File: config.mk
export PLATFORM = sky130hd
export DESIGN_NAME = mem_port_arbiter
export DESIGN_NICKNAME = d
export VERILOG_FILES = /design/src/rtl/mem_arb_pkg.sv /design/src/rtl/mem_arb_pick.sv /design/src/rtl/mem_port_arbiter.sv
export SDC_FILE = /design/constraint.sdc
export NUM_CORES = 1
export LEC_CHECK = 0
export CORE_AREA = 4 4 105 107
export CTS_CLUSTER_SIZE = 25
export DETAILED_ROUTE_END_ITERATION = 8
export DIE_AREA = 0 0 109 111
export GPL_TIMING_DRIVEN = 0
export PLACE_DENSITY = 0.62
export SKIP_CTS_REPAIR_TIMING = 1
export SLEW_MARGIN = 20
export SYNTH_ARGS = -nofsm -noshare
export SYNTH_HDL_FRONTEND = slang
export SYNTH_SLANG_ARGS = --single-unit
File: constraint.sdc
create_clock -name clk -period 1.6 [get_ports clk]
set_input_delay 0.32 -clock clk [delete_from_list [all_inputs] [get_ports clk]]
set_output_delay 0.32 -clock clk [all_outputs]
set_load 0.05 [all_outputs]
File: src/rtl/mem_arb_pkg.sv
// Shared types and defaults for the unified memory port arbiter.
// Holds the FSM state encoding, the owner encoding and the default
// width/timeout parameters used by mem_port_arbiter and mem_arb_pick.
package mem_arb_pkg;

  localparam int DEF_ADDR_W         = 32;
  localparam int DEF_DATA_W         = 32;
  localparam int DEF_TIMEOUT_CYCLES = 15;

  // Legacy-compatible state encodings; the enum below is built on them.
  localparam logic [0:0] ST_IDLE = 1'b0;
  localparam logic [0:0] ST_WAIT = 1'b1;

  typedef enum logic [0:0] {
    IDLE = ST_IDLE,
    WAIT = ST_WAIT
  } state_t;

  typedef enum logic [0:0] {
    OWN_IF = 1'b0,
    OWN_LS = 1'b1
  } owner_e;

  // The requester that is not o.
  function automatic owner_e other_owner(input owner_e o);
    return (o == OWN_LS) ? OWN_IF : OWN_LS;
  endfunction

endpackage

File: src/rtl/mem_arb_pick.sv
// Winner selection between fetch and load/store requesters.
// Default: fixed priority, LS over IF.
// With MEM_ARB_RR_EN defined: on simultaneous requests the requester that
// was not granted last wins; a lone requester always wins.
module mem_arb_pick
  import mem_arb_pkg::*;
(
  input  logic   if_req,
  input  logic   ls_req,
`ifdef MEM_ARB_RR_EN
  input  owner_e last_owner,
`endif
  output logic   req_any,
  output owner_e winner
);

  // Resolve which requester owns the port if a grant happens this cycle.
  always_comb begin
    req_any = if_req | ls_req;
    winner  = OWN_IF;
    if (if_req && ls_req) begin
`ifdef MEM_ARB_RR_EN
      winner = other_owner(last_owner);
`else
      winner = OWN_LS;
`endif
    end else if (ls_req) begin
      winner = OWN_LS;
    end
  end

endmodule

File: src/rtl/mem_port_arbiter.sv
// Shares one memory port between instruction fetch (IF) and load/store (LS).
// One transaction outstanding at a time: a request is granted in the same
// cycle it is seen in IDLE, the FSM then waits in WAIT for mem_rvalid_i and
// routes the response to the owner. If memory stays silent for
// TIMEOUT_CYCLES counted WAIT cycles, the owner gets an error response.
// Optional feature: define MEM_ARB_RR_EN for round-robin arbitration
// (default is fixed priority LS > IF).
//
// Handshake: a requester holds req/addr/data stable until it sees its gnt
// (same cycle, combinational); a grant is given only in IDLE, so a held
// request is never granted twice. The response is a single-cycle rvalid
// pulse to the owner with err flagging a timeout; rdata is 0 whenever
// rvalid is 0 or err is 1.
module mem_port_arbiter
  import mem_arb_pkg::*;
#(
  parameter int ADDR_W         = DEF_ADDR_W,
  parameter int DATA_W         = DEF_DATA_W,
  parameter int TIMEOUT_CYCLES = DEF_TIMEOUT_CYCLES
) (
  input  logic                clk,
  input  logic                reset_n,
  input  logic                if_req_i,
  input  logic [ADDR_W-1:0]   if_addr_i,
  output logic                if_gnt_o,
  output logic                if_rvalid_o,
  output logic [DATA_W-1:0]   if_rdata_o,
  output logic                if_err_o,
  input  logic                ls_req_i,
  input  logic                ls_we_i,
  input  logic [ADDR_W-1:0]   ls_addr_i,
  input  logic [DATA_W-1:0]   ls_wdata_i,
  input  logic [DATA_W/8-1:0] ls_be_i,
  output logic                ls_gnt_o,
  output logic                ls_rvalid_o,
  output logic [DATA_W-1:0]   ls_rdata_o,
  output logic                ls_err_o,
  output logic                mem_req_o,
  output logic                mem_we_o,
  output logic [ADDR_W-1:0]   mem_addr_o,
  output logic [DATA_W-1:0]   mem_wdata_o,
  output logic [DATA_W/8-1:0] mem_be_o,
  input  logic [DATA_W-1:0]   mem_rdata_i,
  input  logic                mem_rvalid_i,
  output logic                busy_o
);

  localparam int               CNT_W   = $clog2(TIMEOUT_CYCLES + 1);
  localparam logic [CNT_W-1:0] CNT_MAX = CNT_W'(TIMEOUT_CYCLES);

  state_t           state_q, state_d;
  owner_e           owner_q, owner_d;
  logic [CNT_W-1:0] cnt_q, cnt_d;

  logic   req_any;
  owner_e winner;
  logic   grant;
  logic   timed_out;
  logic   resp_fire;
  logic   resp_err;

`ifdef MEM_ARB_RR_EN
  owner_e last_q;

  // Round-robin pointer: remembers who was granted most recently.
  always_ff @(posedge clk or negedge reset_n) begin
    if (!reset_n) begin
      last_q <= OWN_IF;
    end else if (grant) begin
      last_q <= winner;
    end
  end
`endif

  mem_arb_pick u_pick (
    .if_req     (if_req_i),
    .ls_req     (ls_req_i),
`ifdef MEM_ARB_RR_EN
    .last_owner (last_q),
`endif
    .req_any    (req_any),
    .winner     (winner)
  );

  // Grant and response qualifiers shared by the FSM and the output muxes.
  always_comb begin
    grant     = (state_q == IDLE) && req_any;
    timed_out = (state_q == WAIT) && (cnt_q == CNT_MAX);
    resp_fire = (state_q == WAIT) && (mem_rvalid_i || timed_out);
    // A real response wins over a simultaneous timeout.
    resp_err  = !mem_rvalid_i;
  end

  // Next-state logic: IDLE grants and moves to WAIT, WAIT ends on response.
  always_comb begin
    state_d = state_q;
    owner_d = owner_q;
    cnt_d   = cnt_q;
    case (state_q)
      IDLE: begin
        if (grant) begin
          state_d = WAIT;
          owner_d = winner;
          cnt_d   = '0;
        end
      end
      WAIT: begin
        if (resp_fire) begin
          state_d = IDLE;
        end else if (cnt_q != CNT_MAX) begin
          // Saturating: the counter never wraps back to zero.
          cnt_d = cnt_q + CNT_W'(1);
        end
      end
      default: begin
        state_d = IDLE;
      end
    endcase
  end

  // State, owner and timeout counter registers.
  always_ff @(posedge clk or negedge reset_n) begin
    if (!reset_n) begin
      state_q <= IDLE;
      owner_q <= OWN_IF;
      cnt_q   <= '0;
    end else begin
      state_q <= state_d;
      owner_q <= owner_d;
      cnt_q   <= cnt_d;
    end
  end

  // Request side: grant strobe plus the winner's fields onto the memory port.
  always_comb begin
    if_gnt_o    = 1'b0;
    ls_gnt_o    = 1'b0;
    mem_req_o   = 1'b0;
    mem_we_o    = 1'b0;
    mem_addr_o  = '0;
    mem_wdata_o = '0;
    mem_be_o    = '0;
    if (grant) begin
      mem_req_o = 1'b1;
      if (winner == OWN_LS) begin
        ls_gnt_o    = 1'b1;
        mem_we_o    = ls_we_i;
        mem_addr_o  = ls_addr_i;
        mem_wdata_o = ls_wdata_i;
        mem_be_o    = ls_be_i;
      end else begin
        // Fetches are always full-word reads.
        if_gnt_o   = 1'b1;
        mem_addr_o = if_addr_i;
        mem_be_o   = '1;
      end
    end
  end

  // Response side: route the memory response (or timeout error) to the owner.
  always_comb begin
    if_rvalid_o = 1'b0;
    if_err_o    = 1'b0;
    if_rdata_o  = '0;
    ls_rvalid_o = 1'b0;
    ls_err_o    = 1'b0;
    ls_rdata_o  = '0;
    if (resp_fire) begin
      if (owner_q == OWN_LS) begin
        ls_rvalid_o = 1'b1;
        ls_err_o    = resp_err;
        ls_rdata_o  = resp_err ? '0 : mem_rdata_i;
      end else begin
        if_rvalid_o = 1'b1;
        if_err_o    = resp_err;
        if_rdata_o  = resp_err ? '0 : mem_rdata_i;
      end
    end
  end

  // A transaction is outstanding for the whole time the FSM sits in WAIT.
  always_comb begin
    busy_o = (state_q == WAIT);
  end

endmodule

==> summary.txt <==
Flow run
  • Max_cap viols: 0

Cells and area
  • Commonest non-fill, non-tap cell in the layout: clkdlybuf4s50_1
  • Nets: 701
  • Area growth syn-to-layout: 254%
  • Commonest non-fill, non-tap cells in the layout: clkdlybuf4s50_1 (134), nor2_4 (99), buf_6 (86), buf_8 (55)
  • Antenna diode instance count: 0
  • Proportion of layout cells with a drive suffix above 1: 0.599

Clock network
  • Worst-Skew Late Latency: 0.23 ns
  • Cts bufs inserted: 3
  • H-Tree Depth: 1
  • Sink Count: 6
  • CTS tree: done
  • Clk slew on worst S/H paths: 0.04 ns
  • Root Driver: clkbuf_8
  • Max clock buf depth: 2

Floorplanning
  • Rows: 37
  • IO Pins: 279
  • Die width: approximately 110 um
  • Die height: 111 um
  • Initial core utilization: 0.178
  • Core area: ~0.010 mm2
  • Total die area: 0.0121 mm2

Synth
  • Register area share after synthesis: 0.0833
  • Post-Syn Area: 0.00180 mm2
  • Combinational family with the most area after synthesis: simple AND/OR/NAND/NOR gates
  • Simple-Gate Fraction of Synth Area: 0.570
  • Adder-Cell Fraction of Synth Area: 0.00694
  • Xor/xnor share of the synthesized area: 0.00486
  • #FFs+latches synth: 6
  • Synth warnings: 0
  • Syn_area_per_cell: 6.96 um2
  • Syn Inst Count: approximately 260
  • Syn Nets: around 400
  • Synth cell types: 31
  • Mux share of post-synthesis cell area: 0.194
  • Synth Area in Compound Gates: 0.0430

Placed design
  • Worst slack at placement: -1.09 ns
  • Port buffer count: between 200 and 300
  • Final Wtd Congestion: 0.851
  • HPWL after DPL: 9.51 mm

GRT
  • Vias in the first global route: around 2800
  • First-pass GRT wire length: 15.6 mm
  • Global route overflow: 0
  • Largest net degree at the start of global routing: 11
  • GRT Overall Usage: 0.163
  • Initial antenna violation count: 0

Power
  • Total leakage power: 0.00266 uW
  • Max IR drop VDD: 0.000493 V
  • Pwr dens: 864 mW/mm2

Setup path
  • Critical Path End Type: output pin
  • Data required, critical path: between 1 and 1.5 ns
  • CP max FO: 7
  • Critical path class: register to output pin
  • Worst setup SP type: register
  • Worst EP arrival: 1.51 ns

Timing
  • Final hold vios: 0
  • Final slew viol count: 0
  • Rel. slew slack: 0.624
  • FMAX: 546 MHz
  • RSZ-0062 raised after global routing: yes
  • # setup viols final: 140
  • Setup Skew: 0.000320 ns
  • Crit path time final: about 1.8 ns
  • Pin slew with the least headroom to its limit: 0.563 ns
  • Fin crit share: 1.14
  • WHS: 0.333 ns
  • Setup WS post-layout: -0.232 ns

Detailed routing
  • First-pass iteration count of the detailed router: 4
  • Total number of vias: 2938
  • ANT nets after route: 0
  • Vias per cell: approximately 4.2
  • Initial DRC Count: 93
  • Avg WL per Cell: 17.2 um
  • WL final: 12.0 mm
  • Drc violations: 0

Status
  • Status: finished, violations left
  • Failing checks: negative setup slack

Worst hold path
  • Hold Path Class: input port to asynchronous set/reset pin
worst paths after layout:
check                      slack (ns)  startpoint            end  cells after the start
setup / recovery                -0.23      busy_o  mem_addr_o[1]                      5
hold / removal                   0.33     reset_n       cnt_q[2]                      1
setup reg to reg                 0.12    cnt_q[0]       cnt_q[1]                      5
hold reg to reg                  0.61    cnt_q[0]       cnt_q[0]                      2
max in group asynchronous        1.03     reset_n       cnt_q[0]                      1
min in group clk                 0.44    ls_req_i       cnt_q[0]                      4
cell families (layout without fill, tap and decap cells):
family / count (synthesis) / after routing
XOR/XNOR: 1 / 1
AO/OA/AOI/OAI: 9 / 9
flip-flops: 6 / 6
adder cells (fa/ha/maj): 1 / 1
buffers and inverters: 25 / 326
multiplexers: 35 / 35
AND/OR/NAND/NOR: 182 / 183
routing by layer:
metal  global-route usage  wire (um)  part of all wire  up-vias
met4               0.0354        233             0.019        0
met1                0.157       3690              0.31     1349
met3               0.0513       1200              0.10       17
met5                    0          0                 0        -
met2                0.328       6840              0.57      135
li1                     -          -                 -     1437
per-stage QoR:
step	power (uW)	utilization	cells	instance area, um2	setup TNS, ns
3_3_place_gp	4260	0.538	671	5460	-111.00
6_report	5510	0.629	697	6380	-18.40
3_5_place_dp	4290	0.538	671	5460	-112.92
2_1_floorplan	3060	-	259	2520	-13.84
5_1_grt	5710	0.629	697	6380	-24.51
4_1_cts	4550	0.543	675	5500	-132.26
Yosys cell counts, drive strengths merged:
cell type / instances / area, um2
clkbuf: 2 / 7.51
nand3: 1 / 5.00
ha: 1 / 12.5
a21oi: 1 / 5.00
dfrtp: 6 / 150
nor3b: 2 / 20.0
a21o: 4 / 30.0
nand4: 1 / 6.26
and2: 33 / 206
nand2: 36 / 135
and4b: 1 / 10.0
xnor2: 1 / 8.76
or2: 1 / 6.26
a31o: 1 / 8.76
a31oi: 2 / 18.8
and2b: 1 / 7.51
nor3: 2 / 10.0
a311oi: 1 / 15.0
inv: 2 / 10.0
nand2b: 1 / 6.26
nor2: 103 / 614
mux2i: 35 / 350
buf: 21 / 159
report_power, final:
| part | switching (uW) | leakage [uW] | total [uW] | internal, uW |
|---|---|---|---|---|
| Sequential | 74.6 | 0.0000729 | 270 | 196 |
| Clock | 82.9 | 0.0000228 | 256 | 173 |
| Combinational | 2770 | 0.00256 | 4990 | 2220 |
| Total | 2920 | 0.00266 | 5510 | 2590 |
cell type report:
| cell class | count | area [um2] |
|---|---|---|
| tap | 136 | 170 |
| fill | 820 | 3760 |
| clock buffer | 4 | 45.0 |
| multi-input combinational | 229 | 2190 |
| inverter | 2 | 20.0 |
| buffer | 23 | 338 |
| timing repair buffer | 297 | 3460 |
| sequential | 6 | 154 |
state kept, by name (all words and copies together), names as in the netlist:
signal / cells
cnt_q: 4
busy_o: 1
owner_q: 1
worst max-delay path: stages (launching register included):
cell       delay (ns)
dfrtp_2          0.44
or2_4            0.25
buf_12           0.16
clkbuf_16        0.17
nor2_4           0.09
buf_6            0.16
Note: power is estimated with default switching activity, not from simulation.
